<file path="src/rtl/accel_pkg.sv">
// Shared accelerator definitions: stream-reader FSM encoding and frame buffer geometry.
package accel_pkg;

   typedef enum logic [1:0] {
      ST_IDLE   = 2'd0,
      ST_RUN    = 2'd1,
      ST_FINISH = 2'd2
   } state_t;

   localparam int FRAME_DEPTH = 12672;
   localparam int PIX_WIDTH   = 24;

endpackage

</file>
<file path="src/rtl/stream_fifo2.sv">
// Two-entry output buffer; a push into a full FIFO is accepted only alongside a pop.
module stream_fifo2 #(
   parameter int W = 24
) (
   input  logic         clk,
   input  logic         rst_n,
   input  logic         push,
   input  logic [W-1:0] din,
   input  logic         pop,
   output logic [W-1:0] dout,
   output logic         full,
   output logic         empty,
   output logic [1:0]   occ
);

   logic [1:0][W-1:0] mem_q, mem_d;
   logic              wr_ptr_q, wr_ptr_d;
   logic              rd_ptr_q, rd_ptr_d;
   logic [1:0]        cnt_q, cnt_d;
   logic              do_push, do_pop;

   assign full    = (cnt_q == 2'd2);
   assign empty   = (cnt_q == 2'd0);
   assign occ     = cnt_q;
   assign dout    = mem_q[rd_ptr_q];
   assign do_pop  = pop & ~empty;
   assign do_push = push & (~full | do_pop);

   always_comb begin
      mem_d    = mem_q;
      wr_ptr_d = wr_ptr_q ^ do_push;
      rd_ptr_d = rd_ptr_q ^ do_pop;
      cnt_d    = cnt_q + {1'b0, do_push} - {1'b0, do_pop};
      if (do_push) mem_d[wr_ptr_q] = din;
   end

   always_ff @(posedge clk or negedge rst_n) begin
      if (!rst_n) begin
         mem_q    <= '0;
         wr_ptr_q <= 1'b0;
         rd_ptr_q <= 1'b0;
         cnt_q    <= 2'd0;
      end else begin
         mem_q    <= mem_d;
         wr_ptr_q <= wr_ptr_d;
         rd_ptr_q <= rd_ptr_d;
         cnt_q    <= cnt_d;
      end
   end

endmodule

</file>
<file path="src/rtl/bram_stream_reader.sv">
// Reads len words from BRAM address 0 and streams them out as an AXI4-Stream master.
module bram_stream_reader
   import accel_pkg::*;
#(
   parameter int ADDR_WIDTH = 14,
   parameter int DATA_WIDTH = PIX_WIDTH,
   parameter int DEPTH      = FRAME_DEPTH
) (
   input  logic                  clk,
   input  logic                  rst_n,
   input  logic                  start,
   input  logic [ADDR_WIDTH:0]   len,
   output logic                  busy,
   output logic                  done,
   output logic                  bram_ce,
   output logic                  bram_we,
   output logic [ADDR_WIDTH-1:0] bram_addr,
   input  logic [DATA_WIDTH-1:0] bram_rdata,
   output logic [DATA_WIDTH-1:0] m_axis_tdata,
   output logic                  m_axis_tvalid,
   input  logic                  m_axis_tready,
   output logic                  m_axis_tlast
);

   localparam int CW = ADDR_WIDTH + 1;

   state_t        state_q, state_d;
   logic [CW-1:0] len_q, len_d;
   logic [CW-1:0] rd_cnt_q, rd_cnt_d;
   logic [CW-1:0] out_cnt_q, out_cnt_d;
   logic          rd_pending_q, rd_pending_d;
   logic          fifo_full, fifo_empty;
   logic [1:0]    fifo_occ;
   logic          pop;
   logic [2:0]    inflight;
   logic [CW-1:0] len_clamped;

   // A beat leaving this cycle frees a slot, so reads keep flowing at one per cycle.
   assign pop      = m_axis_tvalid & m_axis_tready;
   assign inflight = {1'b0, fifo_occ} + {2'b0, rd_pending_q} - {2'b0, pop};
   assign bram_ce  = (state_q == ST_RUN) && (rd_cnt_q < len_q) && (inflight < 3'd2);
   assign bram_we  = 1'b0;
   assign bram_addr = rd_cnt_q[ADDR_WIDTH-1:0];

   assign m_axis_tvalid = ~fifo_empty;
   assign m_axis_tlast  = m_axis_tvalid && (out_cnt_q == len_q - CW'(1));
   assign busy          = (state_q != ST_IDLE);
   assign done          = (state_q == ST_FINISH);

   assign len_clamped = (len > CW'(DEPTH)) ? CW'(DEPTH) : len;

   stream_fifo2 #(.W(DATA_WIDTH)) u_fifo (
      .clk   (clk),
      .rst_n (rst_n),
      .push  (rd_pending_q),
      .din   (bram_rdata),
      .pop   (pop),
      .dout  (m_axis_tdata),
      .full  (fifo_full),
      .empty (fifo_empty),
      .occ   (fifo_occ)
   );

   always_comb begin
      state_d      = state_q;
      len_d        = len_q;
      rd_cnt_d     = rd_cnt_q;
      out_cnt_d    = out_cnt_q;
      rd_pending_d = bram_ce;
      case (state_q)
         ST_IDLE: if (start) begin
            len_d     = len_clamped;
            rd_cnt_d  = '0;
            out_cnt_d = '0;
            state_d   = (len == '0) ? ST_FINISH : ST_RUN;
         end
         ST_RUN: begin
            if (bram_ce) rd_cnt_d = rd_cnt_q + CW'(1);
            if (pop)     out_cnt_d = out_cnt_q + CW'(1);
            if (pop && m_axis_tlast) state_d = ST_FINISH;
         end
         ST_FINISH: state_d = ST_IDLE;
         default:   state_d = ST_IDLE;
      endcase
   end

   always_ff @(posedge clk or negedge rst_n) begin
      if (!rst_n) begin
         state_q      <= ST_IDLE;
         len_q        <= '0;
         rd_cnt_q     <= '0;
         out_cnt_q    <= '0;
         rd_pending_q <= 1'b0;
      end else begin
         state_q      <= state_d;
         len_q        <= len_d;
         rd_cnt_q     <= rd_cnt_d;
         out_cnt_q    <= out_cnt_d;
         rd_pending_q <= rd_pending_d;
      end
   end

   logic unused_ok;
   assign unused_ok = fifo_full;

endmodule
</file>
<file path="config.mk">
export PLATFORM = sky130hd
export DESIGN_NAME = bram_stream_reader
export DESIGN_NICKNAME = d
export VERILOG_FILES = /design/src/rtl/accel_pkg.sv /design/src/rtl/stream_fifo2.sv /design/src/rtl/bram_stream_reader.sv
export SDC_FILE = /design/constraint.sdc
export NUM_CORES = 1
export LEC_CHECK = 0
export ABC_CLOCK_PERIOD_IN_PS = 4620
export BUFFER_PORTS_ARGS = -buffer_cell sky130_fd_sc_hd__buf_2
export CAP_MARGIN = 15
export CORE_MARGIN = 1.5
export CORE_UTILIZATION = 57
export DETAILED_ROUTE_END_ITERATION = 10
export PLACE_DENSITY = 0.86
export SYNTH_ARGS = -nofsm -noshare
export SYNTH_HDL_FRONTEND = slang
export SYNTH_HIERARCHICAL = 1
export SYNTH_SLANG_ARGS = --single-unit
export TNS_END_PERCENT = 5
</file>
<file path="constraint.sdc">
create_clock -name clk -period 4.62 [get_ports clk]
set_clock_uncertainty 0.15 [all_clocks]
set_input_delay 0.231 -clock clk [delete_from_list [all_inputs] [get_ports clk]]
set_output_delay 0.231 -clock clk [all_outputs]
set_load 0.005 [all_outputs]
</file>
After elaboration in Yosys (flattened, before gate mapping)

Cells that the tools add are included.

Register bits: 100
Bits of input ports: 43
Output and inout bits: 44

Add/sub/neg operators: 7
Order comparisons: 6
Eq/ne operators: 8
Multiplexer cells: 15
Bitwise gates (word level): 8
Reductions and logical operators: 14

Operators by type and width:

| cell                                                        | count |
|---|---|
| 2-to-1 mux 24 bit                                           | 3 |
| 2-to-1 mux 15 bit                                           | 4 |
| one-hot mux 15 bit (2 select lines)                         | 2 |
| bitwise mux 48 bit                                          | 1 |
| adder 15 x 1 -> 15 bit (second input constant)              | 2 |
| demux 24 bit (select 1 bit)                                 | 1 |
| equality test 15 bit                                        | 1 |
| > comparator 15 x 14 -> 1 bit (second input constant)       | 1 |
| logical NOT 15 bit                                          | 1 |
| less-than comparator 15 bit                                 | 1 |
| subtractor 15 x 1 -> 15 bit (second input constant)         | 1 |
| 2-to-1 mux 2 bit                                            | 3 |
| inequality test 2 bit (second input constant)               | 3 |
| AND reduction 3 bit                                         | 2 |
| logical AND 1 bit                                           | 5 |
| equality test 2 bit (second input constant)                 | 2 |
| logical NOT 2 bit                                           | 2 |
| less-than comparator 1 x 2 -> 1 bit (second input constant) | 2 |
| one-hot mux 2 bit (2 select lines)                          | 1 |
| AND reduction 2 bit                                         | 2 |
| nonzero test 2 bit                                          | 2 |
| adder 2 x 1 -> 3 bit                                        | 1 |
| bitwise AND 1 bit                                           | 3 |
| less-than comparator 3 x 2 -> 1 bit (second input constant) | 1 |
| 9 further kinds                                             | 11 |

Depth between registers and ports, before layout

Word-level depth: 8
Gate-level depth with buffers: 13
Gate-level depth less buffers: 12

Hierarchy

Netlist, hierarchy kept.

By module, submodules not included:

| module             | instances | cells an instance | area an instance (µm²) |
|---|---|---|---|
| bram_stream_reader | 1         | 370               | 3,293.2 |
| stream_fifo2       | 1         | 153               | 2,369.8 |

Least setup slack after synthesis

Ideal clock, no wire load.

Path type: reg2reg
Start point: reg u_fifo.cnt_q[1], in the netlist u_fifo/occ[1]
End point: reg rd_cnt_q[6]
Library setup time: 0.078 ns
Data arrival time: 2.967 ns
Setup slack: 1.425 ns
Cell stages (with the launch flop): 12
Buffers on the path: 0
Cells stage by stage: dfrtp_1 -> nor2_1 -> nor2b_1 -> ha_1 -> nand2b_1 -> fa_1 -> xnor2_1 -> nand4b_1 -> a221oi_2 -> o21ai_2 -> or4_1 -> a21oi_1

Word-level cells in the longest chain between the ends: 8
Elaborated cells between the ends (all ways): 9
Classes of those cells: add/sub (2); order compare (1); eq/ne (1); bitwise (2); reduce/logical (3)

Ends and longest elaborated chain:

| what                                   | RTL line                 | RTL |
|---|---|---|
| start, declared                        | stream_fifo2.sv:19       | `logic [1:0] cnt_q, cnt_d;` |
| start signal, assigned                 | stream_fifo2.sv:47       | `cnt_q <= cnt_d;` |
| logical NOT 2 bit                      | stream_fifo2.sv:23       | `assign empty = (cnt_q == 2'd0);` |
| net fifo_empty                         | bram_stream_reader.sv:32 | `logic fifo_full, fifo_empty;` |
| NOT 1 bit                              | bram_stream_reader.sv:45 | `assign m_axis_tvalid = ~fifo_empty;` |
| bitwise AND 1 bit                      | bram_stream_reader.sv:39 | `assign pop = m_axis_tvalid & m_axis_tready;` |
| net pop                                | bram_stream_reader.sv:34 | `logic pop;` |
| subtractor 3 x 1 -> 3 bit              | bram_stream_reader.sv:40 | `assign inflight = {1'b0, fifo_occ} + {2'b0, rd_pending_q} - {2'b0, pop};` |
| less-than comparator 3 x 2 -> 1 bit    | bram_stream_reader.sv:41 | `assign bram_ce = (state_q == ST_RUN) && (rd_cnt_q < len_q) && (inflight < 3'd2);` |
| logical AND 1 bit                      | bram_stream_reader.sv:41 |  |
| inequality test 2 bit (no source line) | n/a                      |  |
| AND reduction 3 bit (no source line)   | n/a                      |  |
| end signal, assigned                   | bram_stream_reader.sv:97 | `rd_cnt_q <= rd_cnt_d;` |
| end, declared                          | bram_stream_reader.sv:29 | `logic [CW-1:0] rd_cnt_q, rd_cnt_d;` |

The timed path passes the listed nets, and every way through them passes these cells.
A chain may end at the register's enable or synchronous reset.

Worst setup path in the final report

Start point: reg u_fifo.cnt_q[1], in the netlist u_fifo/occ[1]
End point: out bram_ce

Word-level cells in the longest chain between the ends: 6
Elaborated cells between the ends (all ways): 7
Classes of those cells: add/sub (2); order compare (1); bitwise (2); reduce/logical (2)

Ends and longest elaborated chain:

| what                                | RTL line                 | RTL |
|---|---|---|
| logical NOT 2 bit                   | stream_fifo2.sv:23       |  |
| net fifo_empty                      | bram_stream_reader.sv:32 |  |
| NOT 1 bit                           | bram_stream_reader.sv:45 |  |
| bitwise AND 1 bit                   | bram_stream_reader.sv:39 |  |
| net pop                             | bram_stream_reader.sv:34 |  |
| subtractor 3 x 1 -> 3 bit           | bram_stream_reader.sv:40 |  |
| less-than comparator 3 x 2 -> 1 bit | bram_stream_reader.sv:41 |  |
| logical AND 1 bit                   | bram_stream_reader.sv:41 |  |
| end, declared                       | bram_stream_reader.sv:15 | `output logic bram_ce,` |

The timed path passes the listed nets, and every way through them passes these cells.

==> results.cfg <==
[grt]
grt.overflow.total = 0
grt_max_degree = 58
grt_util_all_layers = 0.2587
grt_pass1_wl_um = 21140
grt_antenna_before_repair = 0
grt_pass1_vias = 4454
use_met3 = 0.06102
busiest_layer = met2
gr-usage-met2 = 0.4488
globalRouteMet1Util = 0.3239

[synth]
synth.area.mux_share = 0.1567
synth_top_family_by_area = multiplexers
synth_xor_area_frac = 0.05568
synthTopCellsByArea = dfrtp_1, mux2_2, ha_1, xnor2_1, nand2_1
syn-num-nets = 588
async_flop_share = 1.000
ys_seq_area_frac = 0.4419
syn_avg_cell_area_um2 = 10.83
synth_top_area_cell = dfrtp_1
synth-simple-area-share = 0.1410
ys_types = 62
synth_fa_ha_area_frac = 0.04993
synth_seq_cells = 100
synthFlopType = dfrtp_1
yosys_warnings = 6
synth-edff-count = 0
synth_compound_area_frac = 0.09103
syn_area_um2 = 5663
synthCells = 523
synth_top_area_frac = 0.4419

[finish]
num-nets-final = 691
regArea_um2 = 2502
num_antenna_cells = 0
fillers = 680
area_growth_pct = 17.06
drive_gt1_frac = 0.3016
multi_input_area_um2 = 2805
fin_cells = 763

[die]
initial_core_util = 0.5848
std_cell_rows = 36
die_y_um = 102.7
die_w_um = 102.7
fp.dieArea_um2 = 10540
boundaryPins = 87
coreArea_um2 = 9684

[placed_design]
portBuffers = 85
pre_cts_ws_ns = 0.9285
place_inst = 711
gp_congestion = 0.8989
dpl.hpwl_um = 8786

[cts]
holdBufCountCts = 36
htree_levels = 3
cts_root_buf = clkbuf_8
clock_sinks = 100
post-cts-setup-buffers = 0
cts.path.max_buffers = 2
cts_buffers = 9
cts_tree = yes
clk_pin_slew_worst_paths_ns = 0.10
cts_resized = 0
insertion_delay_ns = 0.37

[flow_run]
drv_cap = 0

[power_and_ir_drop]
power.total_w = 0.003655
ir_drop_mv = 0.2563
powerDensity_nw_per_um2 = 551.4
p_leak_nw = 3.021

[detailed_routing]
antenna_left = 0
dr.pass1.iters = 5
viasPerCell = 5.793
via_count = 4420
routed_wl_um = 13240
drc = 0
drtIter0Drc = 356
wire_per_inst_um = 17.35

[min_path]
min_path_type = input port to flop

[sta]
fin_crit_sh = 0.8454
tns_ns = 0
rsz0062_at_grt = false
finalHoldViolations = 0
setup_viol = 0
layout_min_cycle_time_ns = 3.906
worstMarginPinSlew_ns = 1.169
setup_slack_ns = 0.7143
relSlewSlack = 0.2204
fmax_ghz = 0.2560
drv_slew = 0

[worst_setup_path]
endpoint_kind = output port
crit_type = flop to output port
crit_fanout = 18
arrival_ns = 3.52
startpoint_type = flop
cp.required_ns = 4.24

[status]
status = finished clean
## critical path, stage by stage (launching register included)
cell	delay, ns
dfrtp_1	0.53
nor2_1	0.16
nor2b_1	0.39
ha_1	0.31
nand2b_1	0.15
fa_1	0.38
xnor2_1	0.17
nand4b_1	0.13
a221oi_2	0.33
o21ai_2	0.29
inv_2	0.19
buf_2	0.13
## state kept, by name, indices dropped and copies added (netlist names)
| signal | cells |
|---|---|
| len_q | 15 |
| u_fifo/mem_q | 48 |
| u_fifo/rd_ptr_q | 1 |
| u_fifo/occ | 2 |
| u_fifo/wr_ptr_q | 1 |
| out_cnt_q | 15 |
| rd_cnt_q | 15 |
| state_q | 2 |
| rd_pending_q | 1 |
## final cells by class
type,count,area share
clock buffer,9,0.01869
clock inverter,6,0.01435
inverter,28,0.01586
multi-input combinational,363,0.4232
sequential,100,0.3775
tap,133,0.02510
timing repair buffer,124,0.1253
## cells by family after synthesis
logic type / count (synthesis)
other: 1
xor gates and xnor gates: 36
AOI/OAI and AO/OA: 75
DFF: 100
and+or+nand+nor: 151
adders and majority gates: 22
buffers and inverters: 60
muxes: 78
## where the power goes
group	total (W)	switching, W	internal (W)	leakage [nW]
logic	0.00156	0.000702	0.000855	1.66
clock network	0.000627	0.000318	0.000309	0.111
registers	0.00147	0.000291	0.00118	1.25
## Yosys cell counts, drive strengths merged, types with 6 or more instances
master / number
a21oi: 15
buf: 26
clkbuf: 6
dfrtp: 100
ha: 21
inv: 28
mux2: 73
nand2: 38
nand3: 17
nand4: 11
nor2: 29
nor3: 10
o21ai: 24
or3: 6
or4: 8
xnor2: 26
xor2: 10
## cell usage in the layout (no fill, tap or decap), types with 3 or more instances in the layout
cell type	n
mux2_4	4
nand3_1	17
and3_1	5
inv_6	3
o211ai_1	4
nor2_1	28
nor3_1	9
o2111ai_1	3
mux2i_1	5
a21oi_1	14
nor2b_1	3
o31ai_1	5
inv_1	27
xor2_1	10
nand2b_1	4
a21o_1	5
nor4_1	5
or4_1	7
dlygate4sd3_1	36
mux2_2	69
nand4_1	11
xnor2_1	26
nand2_1	38
ha_1	21
o21ai_0	22
dfrtp_1	100
or3_1	6
buf_4	3
buf_2	84
clkbuf_8	9
## worst paths after layout
kind / start / end / slack (ns) / cells after the start
setup / recovery: u_fifo/occ[1]$_DFF_PN0_ / bram_ce / 0.71 / 11
hold / removal: len[8] / len_q[8]$_DFFE_PN0P_ / 0.04 / 3
setup reg to reg: u_fifo/occ[1]$_DFF_PN0_ / rd_cnt_q[14]$_DFFE_PN0P_ / 0.85 / 11
hold reg to reg: u_fifo/mem_q[31]$_DFFE_PN0P_ / u_fifo/mem_q[31]$_DFFE_PN0P_ / 0.36 / 1
max in group asynchronous: rst_n / u_fifo/mem_q[18]$_DFFE_PN0P_ / 2.99 / 3
min in group asynchronous: rst_n / u_fifo/mem_q[41]$_DFFE_PN0P_ / 0.31 / 2
## per-layer routing
metal,up-vias,share of wire
li1,2057,-
met1,2164,0.41
met2,183,0.50
met3,16,0.075
met4,0,0.0088
met5,-,0
## metrics by stage
stage	cell area, µm²	utilization	hold WS (ns)
6_report	6629	0.6845	0.03773
3_5_place_dp	6022	0.6218	0.1750
4_1_cts	6601	0.6817	0.01492
3_3_place_gp	6022	0.6218	0.1619
5_1_grt	6629	0.6845	0.03711
2_1_floorplan	5663	-	-0.2146
No activity file was read; power rests on OpenSTA's default activity.
